`config.mk`:
```
export PLATFORM = sky130hd
export DESIGN_NAME = fp_dot_accum_flat
export DESIGN_NICKNAME = d
export VERILOG_FILES = /design/src/rtl/fp_dot_accum_if.sv /design/src/rtl/fp_dot_accum.sv /design/src/flat_wrapper.sv
export SDC_FILE = /design/constraint.sdc
export NUM_CORES = 1
export LEC_CHECK = 0
export CAP_MARGIN = 20
export CORE_MARGIN = 2
export CORE_UTILIZATION = 40
export CTS_BUF_LIST = sky130_fd_sc_hd__clkbuf_2 sky130_fd_sc_hd__clkbuf_4 sky130_fd_sc_hd__clkbuf_8
export CTS_CLUSTER_SIZE = 20
export DETAILED_ROUTE_END_ITERATION = 12
export DONT_BUFFER_PORTS = 1
export PLACE_DENSITY_LB_ADDON = 0.2
export SYNTH_ARGS = -nofsm -noshare
export SYNTH_HDL_FRONTEND = slang
export SYNTH_SLANG_ARGS = --single-unit
export TNS_END_PERCENT = 20
```
`constraint.sdc`:
```
create_clock -name CLK -period 3.25 [get_ports CLK]
set_clock_uncertainty 0.2 [all_clocks]
set_input_delay 0.4875 -clock CLK [delete_from_list [all_inputs] [get_ports CLK]]
set_output_delay 0.4875 -clock CLK [all_outputs]
set_load 0.02 [all_outputs]
```
`src/rtl/fp_dot_accum_if.sv`:
```
// Handshake bundle between the product stream, the job controller and the
// tile writeback consumer of fp_dot_accum.
// master: the side that issues jobs, feeds products and consumes results.
// slave: the accumulator itself.
interface fp_dot_accum_if #(
  parameter int LEN_W = 8
);

  // Job request channel
  logic [LEN_W-1:0] start_len;
  logic             start_valid;
  logic             start_ready;

  // Product stream from the Q2.14 multiplier
  logic [15:0]      prod;
  logic             prod_valid;
  logic             prod_ready;

  // Result channel towards writeback
  logic [15:0]      dot;
  logic             dot_valid;
  logic             dot_ready;
  logic             overflow;

  modport master (
    output start_len, start_valid, prod, prod_valid, dot_ready,
    input  start_ready, prod_ready, dot, dot_valid, overflow
  );

  modport slave (
    input  start_len, start_valid, prod, prod_valid, dot_ready,
    output start_ready, prod_ready, dot, dot_valid, overflow
  );

endinterface

```
`src/rtl/fp_dot_accum.sv`:
```
// Fixed-point dot-product accumulator.
// Sums a programmed number of signed Q2.14 products in an ACC_W-bit
// accumulator and returns one Q2.14 result per job with an overflow flag.
// ACC_W must be at least 16 + LEN_W so the running sum can never wrap.
// Optional feature macro: FP_DOT_ACCUM_SATURATE_EN
//   defined   -> out-of-range results clamp to 0x7FFF / 0x8000
//   undefined -> the result is the low 16 bits of the sum (wrap)
// The overflow flag is produced the same way in both builds.
module fp_dot_accum #(
  parameter int ACC_W = 24,
  parameter int LEN_W = 8
) (
  input logic           CLK,
  input logic           RST_N,
  fp_dot_accum_if.slave bus
);

  typedef enum logic [1:0] {
    IDLE  = 2'd0,
    ACCUM = 2'd1,
    DONE  = 2'd2
  } state_e;

  state_e             state_q, state_d;
  logic [ACC_W-1:0]   acc_q, acc_d;
  logic [LEN_W-1:0]   cnt_q, cnt_d;
  logic [LEN_W-1:0]   len_q, len_d;
  logic [15:0]        dot_q, dot_d;
  logic               ovf_q, ovf_d;

  logic [ACC_W-1:0]   prod_ext;
  logic [ACC_W-1:0]   acc_sum;
  logic [LEN_W-1:0]   cnt_inc;
  logic               last_term;
  logic [ACC_W-16:0]  sum_upper;
  logic               sum_ovf;
  logic [15:0]        sum_dot;

  // Next running sum and its Q2.14 conversion, used when the final term lands
  always_comb begin
    prod_ext  = {{(ACC_W-16){bus.prod[15]}}, bus.prod};
    acc_sum   = acc_q + prod_ext;
    cnt_inc   = cnt_q + LEN_W'(1);
    last_term = (cnt_inc == len_q);
    sum_upper = acc_sum[ACC_W-1:15];
    sum_ovf   = !((&sum_upper) || !(|sum_upper));
`ifdef FP_DOT_ACCUM_SATURATE_EN
    if (sum_ovf) begin
      sum_dot = acc_sum[ACC_W-1] ? 16'h8000 : 16'h7FFF;
    end else begin
      sum_dot = acc_sum[15:0];
    end
`else
    sum_dot = acc_sum[15:0];
`endif
  end

  // Job sequencing: accept a job, accumulate its terms, hold the result
  always_comb begin
    state_d = state_q;
    acc_d   = acc_q;
    cnt_d   = cnt_q;
    len_d   = len_q;
    dot_d   = dot_q;
    ovf_d   = ovf_q;
    case (state_q)
      IDLE: begin
        if (bus.start_valid) begin
          len_d = bus.start_len;
          acc_d = '0;
          cnt_d = '0;
          if (bus.start_len == '0) begin
            dot_d   = 16'h0000;
            ovf_d   = 1'b0;
            state_d = DONE;
          end else begin
            state_d = ACCUM;
          end
        end
      end
      ACCUM: begin
        if (bus.prod_valid) begin
          acc_d = acc_sum;
          cnt_d = cnt_inc;
          if (last_term) begin
            dot_d   = sum_dot;
            ovf_d   = sum_ovf;
            state_d = DONE;
          end
        end
      end
      DONE: begin
        if (bus.dot_ready) begin
          state_d = IDLE;
        end
      end
      default: begin
        state_d = IDLE;
      end
    endcase
  end

  // State and datapath registers with synchronous active-low reset
  always_ff @(posedge CLK) begin
    if (!RST_N) begin
      state_q <= IDLE;
      acc_q   <= '0;
      cnt_q   <= '0;
      len_q   <= '0;
      dot_q   <= 16'h0000;
      ovf_q   <= 1'b0;
    end else begin
      state_q <= state_d;
      acc_q   <= acc_d;
      cnt_q   <= cnt_d;
      len_q   <= len_d;
      dot_q   <= dot_d;
      ovf_q   <= ovf_d;
    end
  end

  assign bus.start_ready = (state_q == IDLE);
  assign bus.prod_ready  = (state_q == ACCUM);
  assign bus.dot_valid   = (state_q == DONE);
  assign bus.dot         = dot_q;
  assign bus.overflow    = ovf_q;

endmodule

```
`src/flat_wrapper.sv`:
```
// flat-port wrapper written by rule: the top's interface ports become plain ports
module fp_dot_accum_flat 
#(
  parameter int ACC_W = 24,
  parameter int LEN_W = 8
)
  (CLK, RST_N, bus_start_len, bus_start_valid, bus_prod, bus_prod_valid, bus_dot_ready, bus_start_ready, bus_prod_ready, bus_dot, bus_dot_valid, bus_overflow);
  fp_dot_accum_if #(.LEN_W(LEN_W)) bus_i ();
  input logic CLK;
  input logic RST_N;
  input wire logic [$bits(bus_i.start_len)-1:0] bus_start_len;
  input wire logic [$bits(bus_i.start_valid)-1:0] bus_start_valid;
  input wire logic [$bits(bus_i.prod)-1:0] bus_prod;
  input wire logic [$bits(bus_i.prod_valid)-1:0] bus_prod_valid;
  input wire logic [$bits(bus_i.dot_ready)-1:0] bus_dot_ready;
  output wire logic [$bits(bus_i.start_ready)-1:0] bus_start_ready;
  output wire logic [$bits(bus_i.prod_ready)-1:0] bus_prod_ready;
  output wire logic [$bits(bus_i.dot)-1:0] bus_dot;
  output wire logic [$bits(bus_i.dot_valid)-1:0] bus_dot_valid;
  output wire logic [$bits(bus_i.overflow)-1:0] bus_overflow;
  assign bus_i.start_len = bus_start_len;
  assign bus_i.start_valid = bus_start_valid;
  assign bus_i.prod = bus_prod;
  assign bus_i.prod_valid = bus_prod_valid;
  assign bus_i.dot_ready = bus_dot_ready;
  assign bus_start_ready = bus_i.start_ready;
  assign bus_prod_ready = bus_i.prod_ready;
  assign bus_dot = bus_i.dot;
  assign bus_dot_valid = bus_i.dot_valid;
  assign bus_overflow = bus_i.overflow;
  fp_dot_accum #(.ACC_W(ACC_W), .LEN_W(LEN_W)) u_core (.CLK(CLK), .RST_N(RST_N), .bus(bus_i));
endmodule
```
==> out/qor.txt <==
Status: finished, final reports clean
Max FO, Critical Path: 4
Post-synthesis instance area: 4020 um2
Yosys cell types: 62
IO buf count: 0
Leak pwr: 0.00175 uW
CTS root buffer: clkbuf_8
Post-synth EDFFs: 0
Cells along the critical path: ha_1, a21oi_2, a221oi_2, a211oi_4, o31ai_4, a221oi_4, buf_4, o211ai_1, nor3b_2, and4bb_1, o31ai_2
Crit path required time: 3.31 ns
Final ANT Viol Nets: 0
Post-synth ARST share: 0%
Setup slack, reg-to-reg: 0.21 ns
FF-to-FF path depth: 11
Syn_nets: 549
Seq/Total Area, Yosys: 29.4%
Max-cap violation count: 0
Fin. max-slew vios: 0
Core area: 9770 um2
Hold Path Depth: 1
Row Count: 36
Arrival time at the worst endpoint: 3.10 ns
Max incr delay on CP: 0.37 ns
Power Dens Cells: 448 nW/um2
DP HPWL: 6970 um
Top-level I/O count: 49
GRT Overall Usage: 18.7%
Worst slew margin: 67.1%
Clock slew at reported path FFs: 0.07 ns
Initial antenna violation count: 0
Starting density of the core: 41.1%
Clock sink total: 59
Mapped Cells: 495
Vias in the first global route: 3347
GRT overflow: 0
DP Cell Count: 621
1st-iter DRT viols: 174
Reg2Reg Launch Point: u_core.acc_q[6]
Maximum number of pins on one net before global-route repair: 62
Top cells by count, synth: nand2_1, dfxtp_1, a21oi_1
CTS tree: built
Layout Nets: 555
Clock tree buffer depth: 2
Post-route minimum period: 3.04 ns
Crit path kind: reg -> reg
Vias per cell: 5.45
Share of post-route cells with drive strength above 1: 9.50%
Area growth, synth to finish: 10.7%
Synthesized flop and latch total: 59
Clk Latency, worst-skew pair: 0.34 ns
CP max stage cell: ha_1
Worst min path class: in -> reg
First-pass GRT wire length: 16400 um
Setup crit end kind: flop
Yosys warns: 0
WL final: 9660 um
Worst-margin pin slew: 0.491 ns
Worst VDD drop: 0.176 mV
Setup TNS: 0 ns
Total number of vias: 3476
Startpoint type of the worst setup path: flop
Chip Width: 104 um
First-pass DRT Iterations: 6
Die span in y: 104 um
Ranking of synthesized cells by area: dfxtp_1, ha_1, nand2_1, nor2b_1, a21boi_0
Post-route clock period utilization: 93.6%
R2r endpoint: u_core.bus.overflow
Avg Cell Area, Syn: 8.11 um2
Top_reg_cell synth: dfxtp_1
H-tree depth: 3
Post-CTS Hold Buffers: 0
Final setup fails: 0
Final hold vios: 0
Fmax: 329 MHz
Routability cong.: 0.850
Hold Path Sink: u_core.acc_q[17]
WL/cell: 15.1 um
Most numerous cell in the Yosys netlist: nand2_1
Inserted Diodes: 0
Layout Cells excl Fill: 638
Synth top area share: 29.4%
Cell taking the most area after synthesis: dfxtp_1
Die area: 10900 um2
HP Start: RST_N
CTS Buf Count: 9
DRC: 0
[cells in the final DEF, fill, tap and decap left out, types with 3 or more instances in the layout]
cell / instances
and3_1: 10
inv_1: 8
ha_1: 24
a22oi_1: 8
nor4_1: 3
or3_1: 5
nand3_1: 13
and2_1: 5
nor3b_1: 3
o21ai_0: 13
o21bai_1: 5
a21o_1: 7
mux2i_1: 17
buf_4: 15
xor2_1: 18
a21oi_1: 34
and4_1: 4
nor2b_1: 31
nand4_1: 3
a21boi_0: 24
xnor2_1: 16
dfxtp_1: 59
o21ai_1: 3
nor3_1: 16
nand2_1: 72
clkbuf_8: 11
nor2_1: 32
[layout make-up]
type / count / area (um2)
well taps: 133 / 166
fillers: 995 / 5330
flip-flops and latches: 59 / 1180
clock buffers: 13 / 166
clock inverters: 2 / 35.0
multi-input cells: 406 / 2730
inverters: 9 / 33.8
repair buffers: 16 / 133
[how the worst max path moves through the flow]
stage	from	endpoint	depth (start not counted)
floorplan	bus_prod[0]	u_core.bus.overflow	11
global placement	bus_prod[0]	u_core.bus.overflow	11
global route	u_core.acc_q[0]	u_core.bus.overflow	12
finish	u_core.acc_q[6]	u_core.bus.overflow	11
detailed placement	bus_prod[0]	u_core.bus.overflow	11
CTS	u_core.acc_q[0]	u_core.bus.overflow	11
[power breakdown]
part	internal, uW	switching (uW)	total, uW
logic	200	296	496
clock network	408	290	698
registers	759	36.5	795
[sequential cells by signal, summed over array words and instances, names as in the netlist]
| name | count |
|---|---|
| u_core.state_q | 2 |
| u_core.acc_q | 24 |
| u_core.bus.overflow | 1 |
| u_core.cnt_q | 8 |
| u_core.len_q | 8 |
| u_core.bus.dot | 16 |
[logic make-up after synthesis]
| group | Yosys count | synth area share (%) |
|---|---|---|
| compound gates | 123 | 22.2 |
| xor+xnor | 34 | 7.42 |
| fa+ha+maj | 25 | 7.98 |
| buf+inv | 30 | 3.15 |
| flops | 59 | 29.4 |
| mux | 17 | 4.24 |
| simple gates | 207 | 25.6 |
[critical path: cells and delay by family, from the launching register on]
family                     cells  cell delay [ns]
buffers and inverters          1             0.16
adders and majority gates      1             0.37
AOI/OAI and AO/OA              7             1.39
DFF                            1             0.33
and+or+nand+nor                2             0.50
[per-stage QoR]
stage                     worst slack (ns)  util, %  area [um2]  hold slack [ns]  power, uW
final                                0.209     45.5        4440           0.0776       1990
after global routing              -0.00288     45.5        4440           0.0516       2110
after CTS                            0.163     45.1        4410           0.0477       2010
after detailed placement           -0.0144     43.1        4210            0.264       1300
after global placement             -0.0208     43.1        4210            0.254       1290
after floorplan                      0.116        -        4020            0.245       1190
[timing repair]
| item | in CTS | in global routing |
|---|---|---|
| gates resized for setup | 0 | 5 |
| setup buffers | 0 | 2 |
| endpoints found under the hold margin | 0 | 0 |
| endpoints found under the setup margin | 0 | 1 |
[metal layers]
layer  vias to the layer above  share of wire [%]  GRT usage, %
met2                        69                 44          28.8
met1                      1629                 50          25.3
met4                         0                1.7          7.24
met5                         -                  0             0
met3                        16                4.2          4.32
li1                       1762                  -             -
(Power assumes the default switching activity.)
